`src/rtl/block_xor_summer.sv`:
```
// block_xor_summer: XOR of a reference and candidate census block followed by a
// four-stage saturating popcount pipeline. Sideband travels with each entry.

// 16-bit slice popcount, one instance per slice.
module popcnt16 (
   input  logic [15:0] bits,
   output logic [4:0]  cnt
);
   // Count set bits of one slice.
   always_comb begin
      cnt = '0;
      for (int i = 0; i < 16; i++) cnt += 5'(bits[i]);
   end
endmodule

module block_xor_summer #(
   parameter int blk_size = 256,
   parameter int sum_w    = 8
) (
   input  logic                clk,
   input  logic                reset_n,
   input  logic                flush,
   input  logic [blk_size-1:0] ref_blk,
   input  logic [blk_size-1:0] cand_blk,
   input  logic [15:0]         in_coords,
   input  logic [15:0]         in_blk_index,
   input  logic                in_valid,
   output logic [blk_size-1:0] xors,
   output logic [sum_w-1:0]    sum,
   output logic [15:0]         out_coords,
   output logic [15:0]         blk_index_o,
   output logic                sum_valid,
   output logic [15:0]         sat_count
);
   localparam int NS = blk_size / 16;
   localparam int NG = blk_size / 64;
   localparam int TW = $clog2(blk_size) + 1;
   localparam logic [31:0] MAXV = (32'd1 << sum_w) - 32'd1;

   typedef struct packed {
      logic [blk_size-1:0] x;
      logic [15:0]         coords;
      logic [15:0]         idx;
   } ent_t;

   logic [4:1]          vld_pipe;
   ent_t                s1, s2, s3;
   logic [NS-1:0][4:0]  cnt_c, cnt_q;
   logic [NG-1:0][6:0]  grp_c, grp_q;
   logic [TW-1:0]       total_c;
   logic                over_c;

   // Valid shift register; flush kills every in-flight entry and the current input.
   always_ff @(posedge clk or negedge reset_n) begin
      if (!reset_n)   vld_pipe <= '0;
      else if (flush) vld_pipe <= '0;
      else            vld_pipe <= {vld_pipe[3:1], in_valid};
   end

   // S1: xor plus sideband, loaded only for a valid input.
   always_ff @(posedge clk or negedge reset_n) begin
      if (!reset_n)      s1 <= '0;
      else if (in_valid) s1 <= '{x: ref_blk ^ cand_blk, coords: in_coords, idx: in_blk_index};
   end

   for (genvar g = 0; g < NS; g++) begin : g_pc
      popcnt16 u_pc (.bits(s1.x[g*16 +: 16]), .cnt(cnt_c[g]));
   end

   // S2: per-slice counts.
   always_ff @(posedge clk or negedge reset_n) begin
      if (!reset_n) begin
         s2    <= '0;
         cnt_q <= '0;
      end else if (vld_pipe[1]) begin
         s2    <= s1;
         cnt_q <= cnt_c;
      end
   end

   // Sum each group of four slice counts (0..64).
   always_comb begin
      grp_c = '0;
      for (int g = 0; g < NG; g++)
         for (int j = 0; j < 4; j++) grp_c[g] += 7'(cnt_q[g*4+j]);
   end

   // S3: group partials.
   always_ff @(posedge clk or negedge reset_n) begin
      if (!reset_n) begin
         s3    <= '0;
         grp_q <= '0;
      end else if (vld_pipe[2]) begin
         s3    <= s2;
         grp_q <= grp_c;
      end
   end

   // Full total is wide enough for blk_size itself, so it never wraps.
   always_comb begin
      total_c = '0;
      for (int g = 0; g < NG; g++) total_c += TW'(grp_q[g]);
      over_c = 32'(total_c) > MAXV;
   end

   // S4: saturated sum and delayed sideband.
   always_ff @(posedge clk or negedge reset_n) begin
      if (!reset_n) begin
         xors        <= '0;
         sum         <= '0;
         out_coords  <= '0;
         blk_index_o <= '0;
      end else if (vld_pipe[3]) begin
         xors        <= s3.x;
         sum         <= over_c ? '1 : sum_w'(total_c);
         out_coords  <= s3.coords;
         blk_index_o <= s3.idx;
      end
   end

   // Count emitted results that saturated; flush does not clear it.
   always_ff @(posedge clk or negedge reset_n) begin
      if (!reset_n) sat_count <= '0;
      else if (vld_pipe[3] && !flush && over_c && sat_count != 16'hFFFF)
         sat_count <= sat_count + 16'd1;
   end

   assign sum_valid = vld_pipe[4];
endmodule

```
`config.mk`:
```
export PLATFORM = sky130hd
export DESIGN_NAME = block_xor_summer
export DESIGN_NICKNAME = d
export VERILOG_FILES = /design/src/rtl/block_xor_summer.sv
export SDC_FILE = /design/constraint.sdc
export NUM_CORES = 2
export LEC_CHECK = 0
export CORE_MARGIN = 2
export CORE_UTILIZATION = 50
export CTS_CLUSTER_DIAMETER = 150
export DETAILED_ROUTE_END_ITERATION = 7
export GPL_TIMING_DRIVEN = 0
export PLACE_DENSITY = 0.75
export SLEW_MARGIN = 0
export SYNTH_ARGS = -nofsm -noshare
export SYNTH_HDL_FRONTEND = slang
export SYNTH_HIERARCHICAL = 1
export SYNTH_SLANG_ARGS = --single-unit
```
`constraint.sdc`:
```
create_clock -name clk -period 4.9 [get_ports clk]
set_input_delay 0.98 -clock clk [delete_from_list [all_inputs] [get_ports clk]]
set_output_delay 0.98 -clock clk [all_outputs]
set_load 0.005 [all_outputs]
```
==> flow_metrics.tcl <==
set metrics [dict create \
    outcome "complete, no violations" \
    clkTransAtPathRegs_ns 0.06 \
    place_area_um2 68570 \
    antenna_found_initial 10 \
    fillCellCount 8572 \
    postLayoutCoreUtil_pct 63.89 \
    worstSetupStartpointType "flip-flop" \
    async_flop_share_pct 100.0 \
    fin_cells 6893 \
    hp-class "in -> async" \
    crit_arrival_ns 4.44 \
    row_count 124 \
    synth_edf_count 0 \
    fin_nets 6152 \
    io_buffers 859 \
    criticalPathCategory "reg -> reg" \
    grt_max_degree 183 \
    cts-resized-gates 0 \
    cts_setup_buffers 0 \
    die_height_um 344.2 \
    dr.pass1.iters 4 \
    cts_max_level 4 \
    synth_area_leaders "dfrtp_1 56%, mux2_2 19%, fa_1 7.4%, xnor2_1 4.6%, inv_1 3.1%" \
    timing.slew.headroom_pct 1.393 \
    grt_pass1_wl_mm 223.9 \
    powerDensity_nw_per_um2 636.9 \
    finalCriticalPeriod_ns 3.793 \
    fin_setup_tns_ns 0 \
    max_freq_mhz 263.7 \
    yosysWarnings 6 \
    place_inst 6649 \
    ir_drop_mv 0.4993 \
    clk_path_buf_depth 3 \
    syn_avg_cell_area_um2 13.55 \
    syn-instance-count 4271 \
    p_leak_nw 31.82 \
    vias 35310 \
    finalSetupViolCount 0 \
    fin_skew_ns 0.03034 \
    grt_pass1_vias 37910 \
    cts_hold_buffers 0 \
    synth_top_area_share_pct 55.70 \
    fp.dieArea_um2 118500 \
    cts_root_buf "clkbuf_16" \
    synth_most_common_cell "dfrtp_1" \
    core_um2 114500 \
    numCtsBuffers 137 \
    synth_ff_type "dfrtp_1" \
    yosys.area.top_type "dfrtp_1" \
    routed_wl_mm 148.0 \
    wire_per_inst_um 21.47 \
    required_ns 5.55 \
    ys_seq_area_share_pct 55.70 \
    chipWidth_um 344.2 \
    ys_types 41 \
    drt_iter0_drc 1700 \
    critPathMaxFanout 3 \
    syn_to_final_growth_pct 26.42 \
    start_util_pct 50.54 \
    gp_congestion 0.8367 \
    synth_common_cells "1288 x dfrtp_1, 982 x mux2_2, 472 x inv_1" \
    clock_latency_ns 0.74 \
    postLayoutCellArea_um2 73150 \
    drc 0 \
    cts_tree "built" \
    cts_sinks 1288 \
    vias_per_cell 5.123 \
    hold_violations 0 \
    synth_seq_cells 1288 \
    drive_above_1_share_pct 24.32 \
    timing.final.crit_share_pct 77.40 \
    synth.net_count 5146 \
    overflow 0 \
    track_usage_pct 25.14 \
    worst_pin_slew_ns 1.479 \
    syn_area_um2 57860 \
    slew_viol_final 0 \
    rsz0062_at_grt "false" \
    end_kind "flip-flop" \
    post-dp-hpwl_mm 111.6 \
    ioPinCount 861 \
    ant_nets 0 \
    power_mw 46.59 \
    max_cap_violations 0 \
]
[worst paths after layout]
kind / startpoint / to / slack [ns] / cells after the start
max in group asynchronous: reset_n / xors[106]$_DFFE_PN0P_ / 1.49 / 5
setup reg to reg: s1[139]$_DFFE_PN0P_ / cnt_q[34]$_DFFE_PN0P_ / 1.11 / 12
setup / recovery: s1[139]$_DFFE_PN0P_ / cnt_q[34]$_DFFE_PN0P_ / 1.11 / 12
hold / removal: reset_n / out_coords[13]$_DFFE_PN0P_ / 0.18 / 1
hold reg to reg: s3[230]$_DFFE_PN0P_ / xors[198]$_DFFE_PN0P_ / 0.48 / 1
min in group clk: s3[230]$_DFFE_PN0P_ / xors[198]$_DFFE_PN0P_ / 0.48 / 1
[logic make-up (layout without fill, tap and decap cells)]
logic type,count (synthesis),count (layout),synth area share [%]
adder cells (fa/ha/maj),327,327,9.847
other,0,7,0
buffers and inverters,645,1748,4.355
AND/OR/NAND/NOR,332,332,2.409
AO/OA/AOI/OAI,371,371,3.620
multiplexers,989,989,19.24
XOR/XNOR,319,319,4.828
flip-flops,1288,1288,55.70
[cells in the final DEF, fill, tap and decap left out, types with 13 or more instances in the layout]
cell and instances:
mux2_2 982, clkdlybuf4s50_1 858, buf_1 16, fa_1 214, o21a_1 19, a21o_1 26, buf_2 79, ha_1 113
o21ai_0 14, a21oi_1 277, xor2_1 13, nor2b_1 19, a21oi_2 16, nor2_1 265, clkbuf_8 30, clkbuf_1 100
xnor2_1 306, dfrtp_1 1288, inv_1 472, clkinv_2 16, nand2_1 18, clkbuf_16 140
[final cells by class]
class / count / area, um^2 / share of cell area [%]
Buffer: 173 / 749.5 / 1.025
Clock buffer: 193 / 4003 / 5.472
Inverter: 472 / 1772 / 2.422
Clock inverter: 43 / 538.0 / 0.7355
Multi-Input combinational cell: 2338 / 23110 / 31.60
Timing Repair Buffer: 867 / 8836 / 12.08
Tap cell: 1512 / 1892 / 2.586
Sequential cell: 1288 / 32230 / 44.06
Antenna cell: 7 / 17.52 / 0.02395
[stage by stage]
step / setup slack, ns / hold WS [ns]
2_1_floorplan: 1.420 / 0.4750
3_3_place_gp: -54.76 / 0.4803
3_5_place_dp: 0.5676 / 0.4866
4_1_cts: 1.093 / 0.1731
5_1_grt: 0.9139 / 0.1958
6_report: 1.107 / 0.1817
[flip-flops by register name, indices dropped and copies added, names as in the netlist]
name / count
s1: 288
s2: 288
s3: 288
xors: 256
cnt_q: 80
grp_q: 28
blk_index_o: 16
out_coords: 16
sat_count: 16
sum: 8
vld_pipe: 4
[worst max-delay path, cell delays in order (launching register included)]
cell,delay [ns]
dfrtp_1,0.38
inv_1,0.08
fa_1,0.55
fa_1,0.46
fa_1,0.54
fa_1,0.43
inv_1,0.07
ha_1,0.16
inv_1,0.06
fa_1,0.45
nor2b_1,0.13
o21a_1,0.24
mux2_2,0.19
[power breakdown]
part	switching, mW	internal (mW)
sequential	2.02	13.9
combinational	9.55	10.7
clock	4.24	6.18
total	15.8	30.8
[layer usage]
| metal | global-route usage [%] | wire length (um) | vias to the layer above |
|---|---|---|---|
| li1 | - | - | 16040 |
| met1 | 31.74 | 59920 | 18090 |
| met2 | 41.93 | 73220 | 901 |
| met3 | 5.886 | 8800 | 281 |
| met4 | 10.22 | 6072 | 2 |
| met5 | 0 | 10 | - |
Note: power is estimated with default switching activity, not from simulation.
